==> config.mk <==
export PLATFORM = sky130hd
export DESIGN_NAME = ram_march_bist
export DESIGN_NICKNAME = d
export VERILOG_FILES = /design/src/rtl/ram_march_bist.sv
export SDC_FILE = /design/constraint.sdc
export NUM_CORES = 1
export LEC_CHECK = 0
export ABC_AREA = 1
export CAP_MARGIN = 5
export CORE_MARGIN = 2
export CORE_UTILIZATION = 45
export DETAILED_ROUTE_END_ITERATION = 7
export PLACE_DENSITY = 0.8
export SLEW_MARGIN = 10
export SYNTH_ARGS = -nofsm -noshare
export SYNTH_HDL_FRONTEND = slang
export SYNTH_SLANG_ARGS = --single-unit
==> constraint.sdc <==
create_clock -name clk -period 2.1 [get_ports clk]
set_input_delay 0.42 -clock clk [delete_from_list [all_inputs] [get_ports clk]]
set_output_delay 0.42 -clock clk [all_outputs]
set_load 0.02 [all_outputs]
==> src/rtl/ram_march_bist.sv <==
// rtl/ram_march_bist.sv - march-style BIST initiator for the dual-port RAM
//
// Runs four passes over the whole RAM:
//   write PATTERN ascending, read back ascending,
//   write ~PATTERN descending, read back descending.
// Every read is compared one cycle later against the expected background.
// Mismatches are counted, saturating, and the first failing address is kept.
//
// Ports
//   clk              in   rising-edge clock
//   rst              in   synchronous active-high reset
//   start            in   single-cycle run request, honoured in IDLE/DONE only
//   dout             in   RAM read data, valid the cycle after rd_en
//   din              out  RAM write data
//   addr_wr          out  RAM write address
//   addr_rd          out  RAM read address
//   wr_en            out  RAM write enable
//   rd_en            out  RAM read enable
//   busy             out  run in progress (WR_P through FLUSH)
//   done             out  run finished, results stable
//   pass             out  done with zero mismatches
//   err_cnt          out  saturating mismatch count
//   first_fail_addr  out  address of first mismatch of the run, 0 if none

module ram_march_bist #(
    parameter int                   MEM_WIDTH = 8,
    parameter int                   MEM_DEPTH = 256,
    parameter int                   ADDR_SIZE = $clog2(MEM_DEPTH),
    parameter logic [MEM_WIDTH-1:0] PATTERN   = 8'hA5,
    parameter int                   ERR_W     = 16
) (
    input  logic                 clk,
    input  logic                 rst,
    input  logic                 start,
    input  logic [MEM_WIDTH-1:0] dout,
    output logic [MEM_WIDTH-1:0] din,
    output logic [ADDR_SIZE-1:0] addr_wr,
    output logic [ADDR_SIZE-1:0] addr_rd,
    output logic                 wr_en,
    output logic                 rd_en,
    output logic                 busy,
    output logic                 done,
    output logic                 pass,
    output logic [ERR_W-1:0]     err_cnt,
    output logic [ADDR_SIZE-1:0] first_fail_addr
);

    localparam logic [ADDR_SIZE-1:0] LAST = ADDR_SIZE'(MEM_DEPTH - 1);

    typedef enum logic [2:0] {
        IDLE  = 3'd0,
        WR_P  = 3'd1,
        RD_P  = 3'd2,
        WR_NP = 3'd3,
        RD_NP = 3'd4,
        FLUSH = 3'd5,
        DONE  = 3'd6
    } state_t;

    state_t               state;
    logic [ADDR_SIZE-1:0] cnt;

    // Compare pipeline: one stage holding what the RAM is returning this cycle.
    logic                 chk_v;
    logic [MEM_WIDTH-1:0] chk_exp;
    logic [ADDR_SIZE-1:0] chk_addr;

    logic                 mismatch;
    logic                 err_sat;
    logic [ERR_W-1:0]     err_nxt;

    always_comb begin
        mismatch = chk_v && (dout != chk_exp);
        err_sat  = &err_cnt;
        err_nxt  = err_cnt;
        if (mismatch && !err_sat) begin
            err_nxt = err_cnt + 1'b1;
        end
    end

    always_ff @(posedge clk) begin
        if (rst) begin
            state           <= IDLE;
            cnt             <= '0;
            wr_en           <= 1'b0;
            rd_en           <= 1'b0;
            din             <= '0;
            addr_wr         <= '0;
            addr_rd         <= '0;
            busy            <= 1'b0;
            done            <= 1'b0;
            pass            <= 1'b0;
            err_cnt         <= '0;
            first_fail_addr <= '0;
            chk_v           <= 1'b0;
            chk_exp         <= '0;
            chk_addr        <= '0;
        end else begin
            // Capture the read issued this cycle; its data arrives next cycle.
            chk_v <= rd_en;
            if (rd_en) begin
                chk_exp  <= (state == RD_P) ? PATTERN : ~PATTERN;
                chk_addr <= addr_rd;
            end

            err_cnt <= err_nxt;
            // err_cnt==0 marks the first increment of this run.
            if (mismatch && (err_cnt == '0)) begin
                first_fail_addr <= chk_addr;
            end

            case (state)
                IDLE, DONE: begin
                    if (start) begin
                        state           <= WR_P;
                        cnt             <= '0;
                        wr_en           <= 1'b1;
                        rd_en           <= 1'b0;
                        addr_wr         <= '0;
                        din             <= PATTERN;
                        busy            <= 1'b1;
                        done            <= 1'b0;
                        pass            <= 1'b0;
                        err_cnt         <= '0;
                        first_fail_addr <= '0;
                    end
                end

                WR_P: begin
                    if (cnt == LAST) begin
                        state   <= RD_P;
                        cnt     <= '0;
                        wr_en   <= 1'b0;
                        rd_en   <= 1'b1;
                        addr_rd <= '0;
                    end else begin
                        cnt     <= cnt + 1'b1;
                        addr_wr <= cnt + 1'b1;
                    end
                end

                RD_P: begin
                    if (cnt == LAST) begin
                        state   <= WR_NP;
                        cnt     <= LAST;
                        rd_en   <= 1'b0;
                        wr_en   <= 1'b1;
                        addr_wr <= LAST;
                        din     <= ~PATTERN;
                    end else begin
                        cnt     <= cnt + 1'b1;
                        addr_rd <= cnt + 1'b1;
                    end
                end

                WR_NP: begin
                    if (cnt == '0) begin
                        state   <= RD_NP;
                        cnt     <= LAST;
                        wr_en   <= 1'b0;
                        rd_en   <= 1'b1;
                        addr_rd <= LAST;
                    end else begin
                        cnt     <= cnt - 1'b1;
                        addr_wr <= cnt - 1'b1;
                    end
                end

                RD_NP: begin
                    if (cnt == '0) begin
                        state <= FLUSH;
                        rd_en <= 1'b0;
                    end else begin
                        cnt     <= cnt - 1'b1;
                        addr_rd <= cnt - 1'b1;
                    end
                end

                FLUSH: begin
                    // The final read's compare resolves in this cycle.
                    state <= DONE;
                    busy  <= 1'b0;
                    done  <= 1'b1;
                    pass  <= (err_nxt == '0);
                end

                default: begin
                    state <= IDLE;
                end
            endcase
        end
    end

endmodule
# After elaboration in Yosys (flattened, before gate mapping)
# Cells that the tools add are included.
# classes
addsub	3
eq_ne	17
mux	39
reduce_logical	23
# ops
op	n
8-bit two-way mux	15
8-bit case mux with 4 select lines	2
16-bit two-way mux	3
8-bit case mux with 5 select lines	1
16-bit zero test	2
5-bit AND reduction	4
3-bit case mux with 6 select lines	1
16-bit by 1-bit adder with 16-bit output (second input constant)	1
2-bit inequality test (second input constant)	8
8-bit case mux with 2 select lines	1
16-bit AND reduction	1
3-bit two-way mux	5
3-bit == test (second input constant)	3
8-bit by 1-bit adder with 8-bit output (second input constant)	1
8-bit == test (second input constant)	1
8-bit zero test	1
8-bit inequality test	1
4-bit nonzero test	2
8-bit by 1-bit subtractor with 8-bit output (second input constant)	1
3-bit by 2-bit == test with 1-bit output (second input constant)	2
1-bit two-way mux	6
1-bit case mux with 2 select lines	3
3-bit AND reduction	2
6-bit AND reduction	1
other kinds (11)	14
# word_totals
register_bits	81
inputBits	11
out_inout_bits	53
word_cells	97

# Depth between registers and ports, before layout
# Gate-level depths: netlist (run 1).
# logic_depth
depth_word	6
mapped_depth	15
ltp_nobuf	14

# Least setup slack after synthesis (run 1)
# No wires, ideal clock.
# synth_path
path_type	flip-flop to flip-flop
from	register err_cnt[0]
to	register pass
setup_time_ns	0.060
t_arrival_ns	1.894
required_ns	2.040
slack_ns	0.146
stages_incl_launch_ff	15
path_buffers	1
period_less_slack_ns	1.954
cell_sequence	dfxtp_1 -> ha_1 -> nand3_1 -> inv_1 -> nand2_2 -> inv_2 -> nand2_4 -> nand3_4 -> buf_6 -> a21oi_1 -> nor2_1 -> nand2_1 -> nor2_1 -> nand3_1 -> nand2_1
# synth_between
elab_chain_len	6
word_cells_on_any_way	7
cone_classes	add/sub (1); mux (2); reduce/logical (4)
# synth_rtl
item	line	text
start, declared	44	output logic [ERR_W-1:0] err_cnt,
start signal, assigned	106	err_cnt <= err_nxt;
parallel branches: the longest is 3 deep, another holds 16-bit by 1-bit adder with 16-bit output	n/a	
16-bit two-way mux *	76	if (mismatch && !err_sat) begin
16-bit zero test *	184	pass <= (err_nxt == '0);
1-bit case mux with 2 select lines *	112	case (state)
end signal, assigned	184	
end, declared	43	output logic pass,
# Every way passes the cells marked *.
# A chain may end at the register's enable or synchronous reset.

# Worst setup path after layout (run 1)
# layout_path
from	register cnt[0]
to	register rd_en
# layout_between
elab_chain_len	3
word_cells_on_any_way	7
cone_classes	eq/ne (5); reduce/logical (2)
# layout_rtl
item	line	text
start, declared	61	logic [ADDR_SIZE-1:0] cnt;
start signal, assigned	137	cnt <= cnt + 1'b1;
start signal, assigned	151	cnt <= cnt + 1'b1;
start signal, assigned	164	cnt <= cnt - 1'b1;
8-bit == test or 8-bit zero test (tied branches)	n/a	
2-bit inequality test (no source line) or 2-bit by 1-bit inequality test with 1-bit output (tied branches)	n/a	
6-bit AND reduction (no source line) *	n/a	
end signal, assigned	134	rd_en <= 1'b1;
end signal, assigned	146	rd_en <= 1'b0;
end signal, assigned	161	rd_en <= 1'b1;
end, declared	40	output logic rd_en,
# Every way passes the cells marked *; elsewhere a longest branch is shown, timed or not.

==> results of run 1 <==
==> critical path: stages (launching register included) <==
cell and delay, ns:
dfxtp_2 0.35, ha_1 0.18, nand2_1 0.12, nor2_2 0.16, nand4_1 0.16, inv_2 0.13, buf_4 0.11, nor2_1 0.03
nor2_1 0.15, nand3_2 0.14, inv_1 0.12, nand2_1 0.07, nand2_1 0.06, nor2_1 0.06
==> report_power, final <==
part	internal, mW	switching [mW]	leakage (nW)
Combinational	1.18	1.93	1.59
Sequential	1.58	0.249	0.562
Clock	0.784	0.531	0.116
Total	3.55	2.71	2.26
==> registers in the layout, summed over array words and instances (netlist names), 2 cells and up <==
| signal | flops |
|---|---|
| first_fail_addr | 8 |
| addr_wr | 8 |
| cnt | 8 |
| din | 2 |
| chk_exp | 2 |
| state | 3 |
| chk_addr | 8 |
| err_cnt | 16 |
| addr_rd | 8 |
==> final timing paths <==
check,slack (ns),depth (start not counted),endpoint
setup / recovery,0.14,13,rd_en$_SDFFE_PP0P_
hold / removal,0.45,2,first_fail_addr[0]$_SDFF_PP0_
setup reg to reg,0.14,13,rd_en$_SDFFE_PP0P_
hold reg to reg,0.45,2,first_fail_addr[0]$_SDFF_PP0_
==> layout by cell type (no fill, tap or decap) <==
cell | synthesis | final
o2111ai_1 | 2 | 2
dfxtp_2 | 0 | 2
nor2_1 | 78 | 75
clkinv_2 | 1 | 2
nand2_1 | 171 | 169
clkdlybuf4s50_1 | 0 | 63
nand3_1 | 30 | 29
nor2_2 | 4 | 7
clkbuf_8 | 0 | 9
inv_2 | 8 | 10
nand3b_1 | 3 | 3
inv_1 | 58 | 56
or2_2 | 1 | 1
a31oi_1 | 1 | 1
bufinv_16 | 0 | 3
xor2_1 | 11 | 11
nor3_4 | 1 | 1
inv_6 | 0 | 1
nand2_2 | 4 | 6
nand4_1 | 17 | 17
nand2_4 | 1 | 1
nand3_2 | 1 | 2
a21oi_4 | 1 | 1
buf_4 | 6 | 48
o211ai_1 | 5 | 5
clkinvlp_4 | 0 | 1
a21oi_1 | 51 | 51
nand4_4 | 1 | 1
xnor2_1 | 5 | 5
nand3_4 | 1 | 2
nor2_4 | 2 | 2
and2_0 | 1 | 1
nor3_1 | 5 | 5
o21ai_1 | 2 | 2
dfxtp_1 | 69 | 67
nor4_1 | 2 | 2
ha_1 | 5 | 5
o21ai_0 | 38 | 38
==> cell families after synthesis <==
group / after synthesis / share of synthesized area
compound gates: 100 / 0.137
xor+xnor: 16 / 0.0361
fa+ha+maj: 5 / 0.0161
buf+inv: 86 / 0.0918
flops: 69 / 0.355
simple gates: 323 / 0.363
==> what timing repair did <==
item	in CTS	in global routing
setup buffers	0	7
gates resized for setup	0	11
setup endpoints to repair	0	25
==> area by class of cell <==
cell class / instances / area, um^2 / area share
Multi-Input combinational cell: 445 / 2180 / 0.422
Sequential cell: 69 / 1380 / 0.267
Timing Repair Buffer: 111 / 991 / 0.191
Inverter: 67 / 253 / 0.0488
Tap cell: 105 / 131 / 0.0254
Clock buffer: 9 / 124 / 0.0239
Clock inverter: 6 / 111 / 0.0215
==> routing by layer <==
layer	vias up	wire length, um
li1	2148	-
met1	2014	4790
met2	151	5810
met3	32	532
met4	0	333
met5	-	0
==> through the flow <==
stage	setup TNS (ns)	hold WS (ns)	instance area [um^2]	worst slack, ns
floorplan	0	0.457	3890	0.146
finish	0	0.448	5180	0.139
global route	-0.611	0.477	5180	-0.0829
CTS	0	0.448	5090	0.0837
detailed placement	-0.124	0.436	4850	-0.119
global placement	-0.0617	0.434	4850	-0.0617
==> results by group, run 1 <==
Run status
  – Outcome: finished clean

Route
  – DRC: 0
  – 1st-iter DRT viols: 299
  – Routed wire per std cell: roughly 14 um
  – Via density: 5.35
  – Final Routed Wirelength: 11500 um
  – Final ANT Viol Nets: 0
  – Vias post-DR: roughly 4300
  – First-pass iteration count of the detailed router: 5

Synthesis
  – Mapped cell area: 0.00389 mm^2
  – Synth Instances: 599
  – Synth area leader: dfxtp_1
  – Post-synthesis sequential area ratio: 0.355
  – Ranking of synthesized cells by area: dfxtp_1 36%, nand2_1 17%, nor2_1 7.5%
  – EDFF count, synth: 0
  – Synth cell types: 36
  – Synth cell count leaders: 171 x nand2_1, 78 x nor2_1, 69 x dfxtp_1
  – Syn Area/Cell: around 6.5 um^2
  – Post-synth top flop: dfxtp_1
  – Yosys warning total: 0
  – Top-count cell post-synth: nand2_1
  – Async SR Flop Fraction: 0
  – Post-Syn Nets: ~620
  – Seq cells post-synth: 69
  – Top cell type's share of synthesized area: 0.355

Global route
  – First-pass GRT wire length: approximately 19000 um
  – GRT Total Usage: 0.240
  – GR Overflow Total: 0
  – Vias in the first global route: 4081
  – Initial antenna violation count: 0
  – GRT busiest layer: met2
  – Grt met1 use: 0.286
  – Met3 Usage GRT: 0.0340
  – Pin count of the biggest net entering global routing: 29
  – Met2 Use GR: 0.433

STA
  – Max transition margin: 0.674
  – Period utilization: 0.934
  – Setup-failing EPs final: 0
  – RSZ-0062 raised after global routing: yes
  – Fin crit period: 1.96 ns
  – Max Transition Viols Final: 0
  – Final Hold Fails: 0
  – F_max: 0.510 GHz
  – Slew of the pin with the lowest slew margin: 0.489 ns
  – Worst Skew: 0.00901 ns

Floorplanning
  – I/O Pins: 64
  – Row count: 33
  – Total Die Area: 0.00940 mm^2
  – Die Y-Extent: 96.9 um
  – DIE WIDTH: 96.9 um
  – CORE AREA: roughly 0.0083 mm^2
  – Starting Density: 0.468

Finish
  – Final #Nets: 719
  – Util after Layout: 0.624
  – Final std cells w/o fill: ~800
  – Fraction of layout cells with a size suffix above 1: 0.141
  – Fillers: 728
  – Ant. Diodes: 0
  – Layout area overhead: 33.2%

Worst setup path
  – CP max FO: 5
  – R2r startpoint: cnt[0]$_SDFFE_PP0P_
  – CP Launch Type: flip-flop
  – Critical Path Start: cnt[0]$_SDFFE_PP0P_
  – Worst Path Required: 2.34 ns
  – Critical Path AT: 2.20 ns
  – Critical path capture point type: flip-flop
  – WS Path Type: reg2reg

Place
  – Post-detail-place hpwl: 8450 um
  – Placed cells: 789
  – Gp weighted congestion: 0.970
  – Port Buffer Count: 63

CTS
  – Clock Root Buffer: clkbuf_8
  – CTS Buf Count: 9
  – Clock sinks: 69
  – # hold bufs at CTS: 0
  – Clk slew on worst S/H paths: around 0.08 ns
  – Clock latency on the worst-skew pair: 0.35 ns
  – # H-tree levels: 3
  – CTS tree: yes
  – Clock Path Buffers: 2

Flow run
  – Max Cap Viol: 0

Worst hold path
  – Min-Delay Path Class: reg2reg
  – Worst Min Path Start: first_fail_addr[0]$_SDFF_PP0_

Power
  – Total Power: between 6 and 7 mW
  – P_leak: 2.26 nW
  – PwrDens: about 1200 mW/mm^2
  – Max VDD drop: approximately 810 uV
Power figures use the tool's default switching activity.
==> run 2, diff against run 1 <==
Settings changed: PLACE_DENSITY 0.8 to 0.83.
Clock period 2.1 ns to 1.8 ns, I/O delays scaled along.
==> results by group, run 2 (synthesis results as in run 1) <==
Run status
  – Outcome: complete, but fails checks
  – Violated checks: negative setup slack

CTS
  – # hold bufs at CTS: 0
  – CTS Buf Count: 9
  – CTS tree: yes
  – Clock sinks: 69
  – Clock Path Buffers: 2
  – Clock Root Buffer: clkbuf_8
  – # H-tree levels: 3
  – Clk slew on worst S/H paths: around 0.08 ns
  – Clock latency on the worst-skew pair: 0.36 ns

Worst setup path
  – CP max FO: 4
  – R2r startpoint: cnt[0]$_SDFFE_PP0P_
  – Worst Path Required: 2.03 ns
  – Critical Path AT: approximately 2.2 ns
  – Critical Path Start: cnt[0]$_SDFFE_PP0P_
  – Worst R2R Path Depth: 11
  – CP delay by family, top: simple AND/OR/NAND/NOR gates
  – Flop-to-flop setup slack: -0.17 ns
  – Critical path capture point type: flip-flop
  – Reg2Reg Capture Point: addr_rd[5]$_SDFFE_PP0P_
  – Critical-path top delay cell: dfxtp_4
  – CP Launch Type: flip-flop
  – Slowest stage delay, CP: 0.38 ns
  – WS Path Type: reg2reg
  – Crit-path cells: ha_4 > nand2_4 > nor2_4 > nand4_1 > nand2_2 > o21ai_2 > inv_2 > nand4_4 > buf_4 > nand2_1 > a21oi_2
  – Critical path buffer and inverter count: 2

Finish
  – Commonest non-fill, non-tap cell in the layout: nand2_1
  – Layout area overhead: 61.7%
  – Flip-flop count of the largest register after layout: 16
  – Fillers: 585
  – Ant. Diodes: 0
  – Fraction of layout cells with a size suffix above 1: 0.354
  – Biggest register: err_cnt
  – Final #Nets: approximately 800
  – Util after Layout: 0.757
  – Most frequent cells in the layout: 137 x nand2_1, 87 x buf_4, 60 x nor2_1, 57 x dfxtp_1, 45 x inv_1

STA
  – Final Hold Fails: 0
  – Slew of the pin with the lowest slew margin: 0.460 ns
  – Fin crit period: between 1.5 and 2 ns
  – Setup-failing EPs final: 29
  – Max Transition Viols Final: 0
  – Worst Skew: 0.0112 ns
  – RSZ-0062 raised after global routing: yes
  – Max transition margin: 0.690
  – Final WS setup: -0.166 ns
  – Period utilization: 1.09
  – Hold_ws: between 0.4 and 0.5 ns
  – F_max: 0.509 GHz

Worst hold path
  – Worst Min Path Start: first_fail_addr[3]$_SDFF_PP0_
  – Hold Crit Depth: 2
  – Hold EP: first_fail_addr[3]$_SDFF_PP0_
  – Min-Delay Path Class: reg2reg

Flow run
  – Max Cap Viol: 0

Route
  – Vias post-DR: slightly below 5000
  – First-pass iteration count of the detailed router: 6
  – 1st-iter DRT viols: 346
  – Via density: around 5.5
  – Final Routed Wirelength: 14400 um
  – Routed wire per std cell: roughly 17 um
  – DRC: 0
  – Final ANT Viol Nets: 0

Global route
  – Pin count of the biggest net entering global routing: 29
  – Initial antenna violation count: 0
  – GR Overflow Total: 0
  – First-pass GRT wire length: 21000 um
  – GRT Total Usage: 0.271
  – Vias in the first global route: approximately 4700

Place
  – Port Buffer Count: 63
  – Post-detail-place hpwl: around 9300 um
  – Gp weighted congestion: 0.943

Floorplanning
  – Die Y-Extent: 96.9 um
  – Starting Density: 0.468
  – CORE AREA: 0.00830 mm^2
  – DIE WIDTH: 96.9 um
  – Total Die Area: between 0.009 and 0.01 mm^2
  – Row count: 33
  – I/O Pins: 64

Power
  – PwrDens: between 1000 and 1500 mW/mm^2
  – P_leak: 2.91 nW
  – Clock network fraction of design power: 0.138
  – Pint: 4.93 mW
  – P_sw: 4.16 mW
  – Logic pwr share: 0.620
  – Flop pwr share: 0.242
  – Max VDD drop: 1070 uV
  – Switching Share: 0.458
run 2: cell count changes in the layout (fill, tap and decap cells not counted), sizes merged:
cell / previous run / this run
nand3: 33 / 35
clkinv: 2 / 3
clkdlybuf4s50: 63 / 41
inv: 67 / 68
bufinv: 3 / 1
nand4: 18 / 19
dlymetal6s2s: 0 / 12
dlygate4sd2: 0 / 10
buf: 48 / 103
run 2: how the worst max path moves through the flow:
| stage | end | slack, ns | cells after the start |
|---|---|---|---|
| finish | addr_rd[5]$_SDFFE_PP0P_ | -0.17 | 11 |
| global route | rd_en$_SDFFE_PP0P_ | -0.24 | 13 |
| CTS | rd_en$_SDFFE_PP0P_ | -0.03 | 13 |
| detailed placement | pass$_SDFFE_PP0P_ | -0.37 | 13 |
| global placement | pass$_SDFFE_PP0P_ | -0.34 | 13 |
| floorplan | pass$_SDFFE_PP0P_ | 0.005 | 14 |
run 2: cell type report:
class,instances,area (um^2),share of cell area
clock buffer,9,124,0.0197
clock inverter,6,62.6,0.00996
inverter,67,279,0.0444
multi-input combinational,448,2780,0.442
sequential,69,1400,0.223
tap,105,131,0.0209
timing repair buffer,166,1510,0.240
run 2: power by group through the flow:
stage          registers, mW  logic [mW]  clock network (mW)
3_3_place_gp            2.11        3.83                   0
5_1_grt                 2.23        6.00                1.33
6_report                2.19        5.63                1.25
3_5_place_dp            2.12        3.90                   0
2_1_floorplan           2.26        2.20                   0
4_1_cts                 2.14        4.59                1.26
run 2: tightest hold or removal path: stages, from the launching register on:
cell     delay, ns
dfxtp_1       0.31
inv_1         0.04
a21oi_1       0.05
run 2: repair_timing:
item	CTS	global route
buffers inserted	9	14
resized for setup	79	145
gates cloned	3	2
endpoints found under the setup margin	43	53
pin swaps	26	61
run 2: metrics by stage:
stage          instances  cell area [um^2]  power, mW  worst slack (ns)  TNS, ns
2_1_floorplan        599              3890       4.45           0.00540        0
3_3_place_gp         830              5160       5.94            -0.336    -4.36
3_5_place_dp         830              5160       6.02            -0.374    -8.13
4_1_cts              857              5670       7.99           -0.0256   -0.173
5_1_grt              870              6280       9.55            -0.240    -5.24
6_report             870              6280       9.08            -0.166    -2.50
run 2: routing by layer:
metal / wire [um] / global-route usage / vias up / part of all wire
met5: 0 / 0 / - / 0
met4: 730 / 0.153 / 0 / 0.051
met3: 817 / 0.0527 / 75 / 0.057
met2: 7570 / 0.505 / 238 / 0.53
met1: 5260 / 0.281 / 2248 / 0.37
li1: - / - / 2265 / -
==> run 3, diff against run 2 <==
Settings changed: ABC_CLOCK_PERIOD_IN_PS from default to 1800, GPL_ROUTABILITY_DRIVEN from default to 0.
==> results by group, run 3 (synthesis results as in run 1) <==
Power
  – Max VDD drop: 1050 uV
  – Total Power: roughly 9 mW
  – PwrDens: 1440 mW/mm^2
  – P_leak: 2.89 nW

Route
  – Final Routed Wirelength: between 15000 and 20000 um
  – Final ANT Viol Nets: 0
  – DRC: 0
  – Via density: a little under 6
  – Vias post-DR: 5056
  – Routed wire per std cell: between 15 and 20 um
  – 1st-iter DRT viols: 492
  – First-pass iteration count of the detailed router: 6

Floorplanning
  – Starting Density: 0.468
  – DIE WIDTH: 96.9 um
  – CORE AREA: between 0.008 and 0.009 mm^2
  – Row count: 33
  – I/O Pins: 64
  – Total Die Area: 0.00940 mm^2
  – Die Y-Extent: approximately 97 um

Finish
  – Commonest non-fill, non-tap cell in the layout: nand2_1
  – Flip-flop count of the largest register after layout: 16
  – Biggest register: err_cnt
  – Final #Nets: 779
  – Fillers: 525
  – Most frequent cells in the layout: 141 x nand2_1, 87 x buf_4, 62 x nor2_1, 49 x dfxtp_1, 45 x inv_1
  – Fraction of layout cells with a size suffix above 1: 0.347
  – Layout area overhead: 60.2%
  – Fin area: 0.00622 mm^2
  – Ant. Diodes: 0

Worst hold path
  – Hold EP: first_fail_addr[0]$_SDFF_PP0_
  – Worst Min Path Start: first_fail_addr[0]$_SDFF_PP0_
  – Hold Crit Depth: 2
  – Min-Delay Path Class: reg2reg

Global route
  – First-pass GRT wire length: ~21000 um
  – Pin count of the biggest net entering global routing: 29
  – Initial antenna violation count: 0
  – GRT Total Usage: 0.277
  – Vias in the first global route: 4677
  – GR Overflow Total: 0

Place
  – Pre-CTS WS: -0.391 ns
  – Post-detail-place hpwl: 8850 um
  – Post-Place Cell Area: 0.00513 mm^2
  – Port Buffer Count: 63

CTS
  – # H-tree levels: 3
  – CTS Buf Count: 9
  – # hold bufs at CTS: 0
  – Clock latency on the worst-skew pair: 0.36 ns
  – Clk slew on worst S/H paths: about 0.070 ns
  – Clock sinks: 69
  – Clock Root Buffer: clkbuf_8
  – Clock Path Buffers: 2
  – CTS tree: yes

Worst setup path
  – Worst R2R Path Depth: 12
  – Worst Path Required: around 2.1 ns
  – CP max FO: 4
  – R2r startpoint: cnt[1]$_SDFFE_PP0P_
  – Reg2Reg Capture Point: addr_wr[0]$_SDFFE_PP0P_
  – CP Launch Type: flip-flop
  – Critical Path AT: approximately 2.2 ns
  – Flop-to-flop setup slack: -0.15 ns
  – WS Path Type: reg2reg
  – Critical path capture point type: flip-flop

Run status
  – Violated checks: negative setup slack
  – Outcome: complete, but fails checks

STA
  – Setup TNS Final: -2.78 ns
  – Setup-failing EPs final: 30
  – Max Transition Viols Final: 0
  – Fin crit period: 1.95 ns
  – Period utilization: 1.08
  – Max transition margin: 0.649
  – Final Hold Fails: 0
  – Slew of the pin with the lowest slew margin: between 0.5 and 0.6 ns
  – Hold_ws: 0.452 ns
  – RSZ-0062 raised after global routing: yes
  – F_max: 0.513 GHz
  – Worst Skew: 0.00859 ns
  – Final WS setup: -0.151 ns

Flow run
  – Max Cap Viol: 0
run 3: how the worst max path moves through the flow:
stage                          startpoint                       to  slack (ns)  cells after the start
floorplan           err_cnt[1]$_SDFF_PP0_        pass$_SDFFE_PP0P_       0.005                     14
global placement                  dout[3]        pass$_SDFFE_PP0P_       -0.32                     13
detailed placement                dout[5]        pass$_SDFFE_PP0P_       -0.39                     13
CTS                   cnt[0]$_SDFFE_PP0P_  addr_wr[0]$_SDFFE_PP0P_      -0.005                     11
global route          cnt[1]$_SDFFE_PP0P_  addr_wr[2]$_SDFFE_PP0P_       -0.23                     12
finish                cnt[1]$_SDFFE_PP0P_  addr_wr[0]$_SDFFE_PP0P_       -0.15                     12
run 3: area by class of cell:
cell class	count	area [um^2]	area share
Tap cell	105	131	0.0211
Multi-Input combinational cell	448	2700	0.434
Inverter	67	285	0.0458
Timing Repair Buffer	168	1520	0.244
Clock buffer	11	141	0.0227
Clock inverter	4	25.0	0.00402
Sequential cell	69	1420	0.228
run 3: through the flow:
stage,util,std cells
floorplan,-,599
global placement,0.618,825
detailed placement,0.618,825
CTS,0.671,852
global route,0.750,872
finish,0.750,872
run 3: critical path, stage by stage (launching register included):
cell     delay [ns]
dfxtp_4        0.36
buf_6          0.12
inv_6          0.06
ha_4           0.14
nand3_4        0.08
nor3_4         0.32
nand2_2        0.19
o21ai_4        0.12
nor2_4         0.07
nand2_4        0.11
buf_6          0.14
nand2_2        0.07
a21oi_2        0.12
run 3: what timing repair did:
item | 4_1_cts | 5_1_grt
pin swaps | 18 | 51
gates resized for setup | 68 | 150
setup endpoints to repair | 47 | 69
cloned | 4 | 1
buffers inserted | 8 | 20
run 3: power breakdown:
| part | switching (mW) | internal (mW) |
|---|---|---|
| logic | 3.28 | 2.30 |
| clock network | 0.628 | 0.526 |
| registers | 0.340 | 1.86 |
run 3: metal layers:
metal	vias up	track usage	share of wire
met5	-	0	0
met4	0	0.155	0.069
met3	122	0.0527	0.079
met2	351	0.512	0.52
met1	2312	0.291	0.33
li1	2271	-	-
